[src/rtl/fft_pkg.sv]
// rtl/fft_pkg.sv - shared helpers for the radix-2 butterfly datapath
// Helpers work in HMAX-bit containers; callers pass the live component width h.
package fft_pkg;

  localparam int HMAX = 24;

  function automatic logic [HMAX-1:0] h_mask(input int h);
    return (HMAX'(1) << h) - HMAX'(1);
  endfunction

  function automatic logic signed [HMAX-1:0] h_sext(input logic [HMAX-1:0] f, input int h);
    logic [HMAX-1:0] m;
    m = h_mask(h);
    if (((f >> (h - 1)) & HMAX'(1)) != '0) return $signed(f | ~m);
    return $signed(f & m);
  endfunction

  function automatic logic signed [HMAX-1:0] cplx_unpack(input logic [2*HMAX-1:0] x,
                                                         input int h, input logic im);
    logic [2*HMAX-1:0] f;
    f = im ? (x >> h) : x;
    return h_sext(HMAX'(f), h);
  endfunction

  function automatic logic [2*HMAX-1:0] cplx_pack(input logic [HMAX-1:0] re,
                                                  input logic [HMAX-1:0] im, input int h);
    logic [2*HMAX-1:0] m;
    m = (2*HMAX)'(h_mask(h));
    return (((2*HMAX)'(im) & m) << h) | ((2*HMAX)'(re) & m);
  endfunction

  // The LUT encodes +1.0 as the otherwise-negative code 100..0.
  function automatic logic signed [HMAX:0] tw_decode(input logic [HMAX-1:0] f, input int h);
    logic [HMAX-1:0] fv;
    logic [HMAX-1:0] half;
    half = HMAX'(1) << (h - 1);
    fv   = f & h_mask(h);
    if (fv == half) return $signed({1'b0, half});
    return (HMAX+1)'(h_sext(fv, h));
  endfunction

  // Result: clip flag at bit h, clipped value in bits [h-1:0].
  function automatic logic [HMAX:0] sat_h(input logic signed [HMAX+2:0] v, input int h);
    logic signed [HMAX+2:0] lim;
    logic signed [HMAX+2:0] q;
    logic                   clip;
    lim  = $signed((HMAX+3)'(1) << (h - 1));
    clip = 1'b1;
    if (v >= lim) begin
      q = lim - $signed((HMAX+3)'(1));
    end else if (v < -lim) begin
      q = -lim;
    end else begin
      q    = v;
      clip = 1'b0;
    end
    return ((HMAX+1)'(clip) << h) | ((HMAX+1)'(q) & (HMAX+1)'(h_mask(h)));
  endfunction

endpackage

[src/rtl/fft_cmul.sv]
// rtl/fft_cmul.sv - two-stage complex multiply B * W' feeding the butterfly
// Stage 1 registers B and the decoded twiddle; stage 2 registers the scaled product.
module fft_cmul
  import fft_pkg::*;
#(
  parameter int H    = 4,
  parameter int CONJ = 1
) (
  input  logic                clk,
  input  logic                i_en,
  input  logic [2*H-1:0]      i_b,
  input  logic [2*H-1:0]      i_tw,
  output logic signed [H+2:0] o_pr,
  output logic signed [H+2:0] o_pi
);

  localparam int PW = 2 * H + 2;

  logic signed [H:0]    w_wr;
  logic signed [H:0]    w_wi;
  logic signed [H-1:0]  r_br;
  logic signed [H-1:0]  r_bi;
  logic signed [H:0]    r_wr;
  logic signed [H:0]    r_wi;
  logic signed [PW-1:0] w_pr_full;
  logic signed [PW-1:0] w_pi_full;

  always_comb begin
    w_wr = (H+1)'(tw_decode(HMAX'(i_tw[H-1:0]), H));
    w_wi = (H+1)'(tw_decode(HMAX'(i_tw[2*H-1:H]), H));
    if (CONJ != 0) w_wi = -w_wi;
  end

  always_ff @(posedge clk) begin
    if (i_en) begin
      r_br <= H'(cplx_unpack((2*HMAX)'(i_b), H, 1'b0));
      r_bi <= H'(cplx_unpack((2*HMAX)'(i_b), H, 1'b1));
      r_wr <= w_wr;
      r_wi <= w_wi;
    end
  end

  always_comb begin
    w_pr_full = PW'(r_br) * PW'(r_wr) - PW'(r_bi) * PW'(r_wi);
    w_pi_full = PW'(r_br) * PW'(r_wi) + PW'(r_bi) * PW'(r_wr);
  end

  // Drop the twiddle's 2^(H-1) scale with a flooring shift.
  always_ff @(posedge clk) begin
    if (i_en) begin
      o_pr <= (H+3)'(w_pr_full >>> (H - 1));
      o_pi <= (H+3)'(w_pi_full >>> (H - 1));
    end
  end

endmodule

[src/rtl/fft_butterfly_pipe.sv]
// rtl/fft_butterfly_pipe.sv - 3-stage radix-2 DIT butterfly X = A + W'B, Y = A - W'B
// Whole pipe stalls together on downstream backpressure; bubbles travel with the data.
module fft_butterfly_pipe
  import fft_pkg::*;
#(
  parameter  int SAMPLES = 8,
  parameter  int WIDTH   = 8,
  parameter  int CONJ    = 1,
  parameter  int SCALE   = 1,
  localparam int H       = WIDTH / 2,
  localparam int TW      = $clog2(SAMPLES)
) (
  input  logic             clk,
  input  logic             reset,
  input  logic             in_valid,
  output logic             in_ready,
  input  logic [WIDTH-1:0] in_a,
  input  logic [WIDTH-1:0] in_b,
  input  logic [WIDTH-1:0] in_tw,
  input  logic [TW-1:0]    in_tag,
  output logic             out_valid,
  input  logic             out_ready,
  output logic [WIDTH-1:0] out_x,
  output logic [WIDTH-1:0] out_y,
  output logic [TW-1:0]    out_tag,
  output logic             out_sat
);

  logic                w_en;
  logic                r_v1;
  logic                r_v2;
  logic [WIDTH-1:0]    r_a1;
  logic [WIDTH-1:0]    r_a2;
  logic [TW-1:0]       r_tag1;
  logic [TW-1:0]       r_tag2;
  logic signed [H+2:0] w_pr;
  logic signed [H+2:0] w_pi;
  logic signed [H+2:0] w_ar;
  logic signed [H+2:0] w_ai;
  logic signed [H+2:0] w_sxr;
  logic signed [H+2:0] w_sxi;
  logic signed [H+2:0] w_syr;
  logic signed [H+2:0] w_syi;
  logic [H-1:0]        w_xr;
  logic [H-1:0]        w_xi;
  logic [H-1:0]        w_yr;
  logic [H-1:0]        w_yi;
  logic                w_cxr;
  logic                w_cxi;
  logic                w_cyr;
  logic                w_cyi;
  logic                w_clip;
  logic [WIDTH-1:0]    w_x;
  logic [WIDTH-1:0]    w_y;

  assign w_en     = !out_valid || out_ready;
  assign in_ready = w_en;

  fft_cmul #(
    .H    (H),
    .CONJ (CONJ)
  ) u_cmul (
    .clk  (clk),
    .i_en (w_en),
    .i_b  (in_b),
    .i_tw (in_tw),
    .o_pr (w_pr),
    .o_pi (w_pi)
  );

  always_ff @(posedge clk) begin
    if (w_en) begin
      r_a1   <= in_a;
      r_tag1 <= in_tag;
      r_a2   <= r_a1;
      r_tag2 <= r_tag1;
    end
  end

  always_comb begin
    w_ar  = (H+3)'(cplx_unpack((2*HMAX)'(r_a2), H, 1'b0));
    w_ai  = (H+3)'(cplx_unpack((2*HMAX)'(r_a2), H, 1'b1));
    w_sxr = w_ar + w_pr;
    w_sxi = w_ai + w_pi;
    w_syr = w_ar - w_pr;
    w_syi = w_ai - w_pi;
    if (SCALE != 0) begin
      w_sxr = w_sxr >>> 1;
      w_sxi = w_sxi >>> 1;
      w_syr = w_syr >>> 1;
      w_syi = w_syi >>> 1;
    end
    {w_cxr, w_xr} = (H+1)'(sat_h((HMAX+3)'(w_sxr), H));
    {w_cxi, w_xi} = (H+1)'(sat_h((HMAX+3)'(w_sxi), H));
    {w_cyr, w_yr} = (H+1)'(sat_h((HMAX+3)'(w_syr), H));
    {w_cyi, w_yi} = (H+1)'(sat_h((HMAX+3)'(w_syi), H));
    w_clip = w_cxr | w_cxi | w_cyr | w_cyi;
    w_x    = WIDTH'(cplx_pack(HMAX'(w_xr), HMAX'(w_xi), H));
    w_y    = WIDTH'(cplx_pack(HMAX'(w_yr), HMAX'(w_yi), H));
  end

  always_ff @(posedge clk or posedge reset) begin
    if (reset) begin
      r_v1      <= 1'b0;
      r_v2      <= 1'b0;
      out_valid <= 1'b0;
      out_x     <= '0;
      out_y     <= '0;
      out_tag   <= '0;
      out_sat   <= 1'b0;
    end else if (w_en) begin
      r_v1      <= in_valid;
      r_v2      <= r_v1;
      out_valid <= r_v2;
      if (r_v2) begin
        out_x   <= w_x;
        out_y   <= w_y;
        out_tag <= r_tag2;
        out_sat <= out_sat | w_clip;
      end
    end
  end

endmodule

[config.mk]
export PLATFORM = sky130hd
export DESIGN_NAME = fft_butterfly_pipe
export DESIGN_NICKNAME = d
export VERILOG_FILES = /design/src/rtl/fft_pkg.sv /design/src/rtl/fft_cmul.sv /design/src/rtl/fft_butterfly_pipe.sv
export SDC_FILE = /design/constraint.sdc
export NUM_CORES = 1
export LEC_CHECK = 0
export BUFFER_PORTS_ARGS = -buffer_cell sky130_fd_sc_hd__buf_2
export CORE_ASPECT_RATIO = 1.4
export CORE_MARGIN = 3
export CORE_UTILIZATION = 30
export CTS_CLUSTER_SIZE = 25
export DETAILED_ROUTE_END_ITERATION = 8
export SLEW_MARGIN = 25
export SYNTH_ARGS = -nofsm -noshare
export SYNTH_HDL_FRONTEND = slang
export SYNTH_HIERARCHICAL = 1
export SYNTH_SLANG_ARGS = --single-unit
[constraint.sdc]
create_clock -name clk -period 4.3 [get_ports clk]
set_clock_uncertainty 0.1 [all_clocks]
set_input_delay 1.29 -clock clk [delete_from_list [all_inputs] [get_ports clk]]
set_output_delay 1.29 -clock clk [all_outputs]
set_load 0.05 [all_outputs]
== Word level (Yosys, flattened, before mapping) ==
Cells that the tools add are included.

* Latch bits: 0
* Memory bits (writable): 0
* Output and inout port bits: 22
* Memories kept: 0
* ROM bits: 0
* Input port bits: 31
* Bits in registers: 77
* Logic and storage cells: 95

* Add/subtract/negate cells: 7
* Magnitude comparators: 8
* Div/mod/pow operators: 0
* Multipliers: 4
* Multiplexer cells: 44
* Bitwise logic cells: 10
* Reductions and logical operators: 3
* Shifts and indexed selects: 0
* Equal/unequal tests: 2

{| class="wikitable"
|+ Operators by type and width
! cell !! number
|-
| two-way mux 4 bit || 12
|-
| two-way mux 5 bit || 8
|-
| multiplier 4 x 5 -> 9 bit || 4
|-
| two-way mux 7 bit || 4
|-
| >= comparator 6 x 5 -> 1 bit (second input constant) || 4
|-
| less-than comparator 6 x 4 -> 1 bit (second input constant) || 4
|-
| two-way mux 1 bit || 20
|-
| OR 5 x 4 -> 5 bit || 4
|-
| OR 8 x 4 -> 8 bit || 2
|-
| adder 7 bit || 2
|-
| subtractor 7 bit || 2
|-
| adder 10 bit || 1
|-
| subtractor 10 bit || 1
|-
| equality test 4 bit (second input constant) || 2
|-
| negation 5 bit || 1
|-
| OR 1 bit || 4
|-
| AND reduction 2 bit || 1
|-
| zero test 1 bit || 1
|-
| logical OR 1 bit || 1
|}

== Depth between registers and ports, before layout ==
* Depth in word-level cells: 11
* Mapped depth: 18
* Gate-level depth less buffers: 17

== Cells and area by module ==
Netlist, hierarchy kept.

{| class="wikitable"
|+ Modules (own cells, without submodules)
! module !! cells an instance !! instances !! area an instance (um^2) !! sequential area each (um^2)
|-
| fft_cmul || 423 || 1 || 4439.3 || 960.9
|-
| fft_butterfly_pipe || 306 || 1 || 3101.7 || 1236.2
|}

== Least setup slack after synthesis ==
No wires, ideal clock.

* Path type: flip-flop to flip-flop
* From: register u_cmul.r_br[2]
* To: register u_cmul.o_pr[4] (data pin)
* Required time: 3.941 ns
* Path buffers: 1
* Cell stages (with the launch flop): 15
* Data arrival time: 4.324 ns
* Path slack: -0.383 ns
* Period minus slack after synthesis: 4.683 ns
* Library setup time: 0.259 ns
* Cell sequence: edfxtp_1 clkbuf_1 and2_1 fa_1 inv_1 fa_1 inv_1 fa_1 fa_1 ha_1 ha_1 or3_2 a211o_1 and2_1 xor2_1

* Longest elaborated chain between the ends: 2

{| class="wikitable"
|+ Ends and longest elaborated chain
! item !! RTL line !! RTL
|-
| start: declaration || fft_cmul.sv:21 || <nowiki>logic signed [H-1:0] r_br;</nowiki>
|-
| start signal: assignment || fft_cmul.sv:36 || <nowiki>r_br <= H'(cplx_unpack((2*HMAX)'(i_b), H, 1'b0));</nowiki>
|-
| multiplier 4 x 5 -> 9 bit || fft_cmul.sv:44 || <nowiki>w_pr_full = PW'(r_br) * PW'(r_wr) - PW'(r_bi) * PW'(r_wi);</nowiki>
|-
| subtractor 10 bit || fft_cmul.sv:44 ||
|-
| named net u_cmul.w_pr_full[7] || fft_cmul.sv:25 || <nowiki>logic signed [PW-1:0] w_pr_full;</nowiki>
|-
| end signal: assignment || fft_cmul.sv:51 || <nowiki>o_pr <= (H+3)'(w_pr_full >>> (H - 1));</nowiki>
|-
| end: declaration || fft_cmul.sv:13 || <nowiki>output logic signed [H+2:0] o_pr,</nowiki>
|}

The timed path passes the listed nets, and every way through them passes these cells.
A chain may end at the register's enable or synchronous reset.

== Worst setup path in the final report ==
Ends and elaborated chain as after synthesis.

==> flow_metrics.env <==
export IMPL_status="finished with violations"
export IMPL_violations="negative setup slack"
export IMPL_crit_buf_inv=2
export IMPL_layout_drive_gt1_share_pct=26.0
export IMPL_worst_ep_required_time_ns=4.31
export IMPL_clkSlewWorstSetupHoldPaths_ns=0.06
export IMPL_netlist_area_um2=7540
export IMPL_ys_async_sr_fraction_pct=29.9
export IMPL_final_cell_mix="inv_1 (107), fa_1 (74), buf_4 (59)"
export IMPL_place_congestion=0.829
export IMPL_synth_edf_count=54
export IMPL_dr_pass1_iters=4
export IMPL_drc=0
export IMPL_crit_path_frequent_cell="fa_1"
export IMPL_seq_area_um2=2200
export IMPL_drt_wl_total_mm=15.6
export IMPL_grt_pass1_wl_mm=26.4
export IMPL_synth_main_ff_cell="edfxtp_1"
export IMPL_synth_seq_cells=77
export IMPL_ios=53
export IMPL_crit_family="adder cells"
export IMPL_yosys_area_top_type="edfxtp_1"
export IMPL_yosys_warnings=6
export IMPL_yosysUniqueCellTypes=72
export IMPL_cp_slowest_cell="fa_1"
export IMPL_setup_viol=5
export IMPL_hold_path_depth=0
export IMPL_drt_iter0_markers=245
export IMPL_crit_fanout=5
export IMPL_slew_violations=0
export IMPL_rsz0062_at_grt="yes"
export IMPL_synth_area_per_cell_um2=10.3
export IMPL_num_rows=68
export IMPL_arrival_ns=4.44
export IMPL_timing_final_crit_share_pct=103
export IMPL_multi_input_area_um2=5040
export IMPL_grt_pass1_vias=5586
export IMPL_crit_start="u_cmul/r_br[2]"
export IMPL_rrSetupSlack_ns=-0.13
export IMPL_cts_buffers=9
export IMPL_criticalPathCategory="reg -> reg"
export IMPL_place_detailed_hpwl_mm=12.5
export IMPL_clockRootBuffer="clkbuf_16"
export IMPL_wl_per_cell_um=13.6
export IMPL_io_buffer_count=52
export IMPL_die_area_um2=27100
export IMPL_cts_tree="built"
export IMPL_grt_max_degree=49
export IMPL_fillers=2476
export IMPL_synthCells=729
export IMPL_dp_cells=1132
export IMPL_synth_seq_area_share_pct=29.1
export IMPL_finalNetCount=1008
export IMPL_grt_util_all_layers_pct=11.9
export IMPL_finalHoldViolCount=0
export IMPL_setup_ws_ns=-0.131
export IMPL_drv_cap=0
export IMPL_area_growth_pct=21.6
export IMPL_antennaDiodeCount=0
export IMPL_vias=5317
export IMPL_antenna_found_initial=1
export IMPL_clock_latency_ns=0.35
export IMPL_hp_class="reg -> reg"
export IMPL_yosys_top_cells_area="edfxtp_1 (22%), fa_1 (20%), ha_1 (11%), dfrtp_1 (7.6%), inv_1 (6.0%)"
export IMPL_worst_slew_pin_slew_ns=0.863
export IMPL_core_um2=24700
export IMPL_fmax_mhz=226
export IMPL_r2r_worst_path_cells=13
export IMPL_critPathMaxStageDelay_ns=0.56
export IMPL_ant_nets=0
export IMPL_synth_fp_nets=903
export IMPL_ctsLongestPathBuffers=2
export IMPL_overflow=0
export IMPL_start_kind="flip-flop"
export IMPL_viasPerCell=4.61
export IMPL_fp_dieW_um=140
export IMPL_r2r_end="u_cmul/o_pr[4]"
export IMPL_htreeDepth=3
export IMPL_hold_path_startpoint="r_a1[0]"
export IMPL_synth_top_area_share_pct=21.5
export IMPL_r2r_start="u_cmul/r_br[2]"
export IMPL_cts_sinks=77
export IMPL_hold_end="r_a2[0]"
export IMPL_finalCriticalPeriod_ns=4.43
export IMPL_path_cells="and2_4 -> fa_1 -> inv_2 -> fa_1 -> inv_1 -> fa_1 -> fa_1 -> ha_1 -> ha_2 -> or3_4 -> a211o_1 -> and2_4 -> xor2_1"
export IMPL_slew_headroom_pct=42.4
export IMPL_start_util_pct=30.6
export IMPL_stdcell_count=1154
export IMPL_cp_end_kind="flip-flop"
export IMPL_ctsHoldBuffers=0
export IMPL_final_common_cell="inv_1"
export IMPL_die_height_um=194
## cell usage after synthesis (4+ instances only)
library cell	n
a21o_1	11
a21oi_1	22
a31oi_1	4
and2_1	38
and2_2	5
buf_2	5
clkbuf_1	14
dfrtp_1	23
edfxtp_1	54
fa_1	75
ha_1	68
inv_1	121
mux2_2	11
mux2i_1	8
nand2_1	46
nand2b_1	11
nand3_1	14
nor2_1	20
nor2b_1	13
nor3_1	15
o21a_1	7
o21ai_0	15
o21ai_1	13
o31ai_1	5
xnor2_1	26
xor2_1	16
## worst max path at each step
| stage | endpoint | slack, ns | depth (start not counted) |
|---|---|---|---|
| 6_report | u_cmul/o_pr[4] | -0.13 | 13 |
| 5_1_grt | u_cmul/o_pr[5] | -0.25 | 13 |
| 4_1_cts | u_cmul/o_pr[6] | -0.11 | 14 |
| 3_5_place_dp | u_cmul/o_pi[5] | -0.13 | 15 |
| 3_3_place_gp | u_cmul/o_pr[4] | -0.08 | 17 |
| 2_1_floorplan | u_cmul/o_pr[4] | -0.04 | 12 |
## cells by family (layout without fill, tap and decap cells)
kind of cell	count (synthesis)	in the layout	share of synthesized area, %
DFF	77	77	29.1
and+or+nand+nor	187	187	13.5
xor gates and xnor gates	42	42	4.88
AOI/OAI and AO/OA	114	114	10.9
muxes	19	19	2.70
adders and majority gates	143	143	31.2
buffers and inverters	147	257	7.72
## flip-flops by register name, indices dropped and copies added, names as in the netlist, 4 cells and up
signal and count:
u_cmul/o_pr 7, r_a1 8, u_cmul/r_bi 4, u_cmul/r_wi 5, u_cmul/r_br 4, out_y 8
u_cmul/o_pi 7, r_a2 8, u_cmul/r_wr 5, out_x 8
## routing by layer
layer  vias to the layer above  part of all wire, %  GRT usage (%)
met3                        17                  3.5           2.00
li1                       2639                    -              -
met1                      2569                   43           14.4
met2                        92                   52           21.4
met5                         -                    0              0
met4                         0                  1.7           3.70
## repair_timing
action,in CTS,in global routing
pin swaps,19,30
endpoints found under the setup margin,7,9
gates resized for setup,15,26
buffers inserted,5,1
## through the flow
stage / TNS (ns) / hold WS (ns) / cell area, um^2 / util, % / setup WS, ns
2_1_floorplan: -0.0724 / 0.300 / 7700 / - / -0.0382
3_3_place_gp: -0.411 / 0.304 / 8660 / 35.1 / -0.0835
3_5_place_dp: -0.799 / 0.308 / 8660 / 35.1 / -0.131
4_1_cts: -0.515 / 0.323 / 9050 / 36.7 / -0.111
5_1_grt: -1.41 / 0.327 / 9170 / 37.2 / -0.249
6_report: -0.507 / 0.321 / 9170 / 37.2 / -0.131
## area by class of cell
type                    instances  share of cell area [%]
inverters                     123                    5.03
clock inverters                 5                   0.614
flip-flops and latches         77                    24.0
clock buffers                  11                    2.65
multi-input cells             505                    54.9
repair buffers                118                    8.53
well taps                     315                    4.30
Power is not shown: default switching activity piles up to over one toggle a cycle in this logic, so the estimate is an artifact.
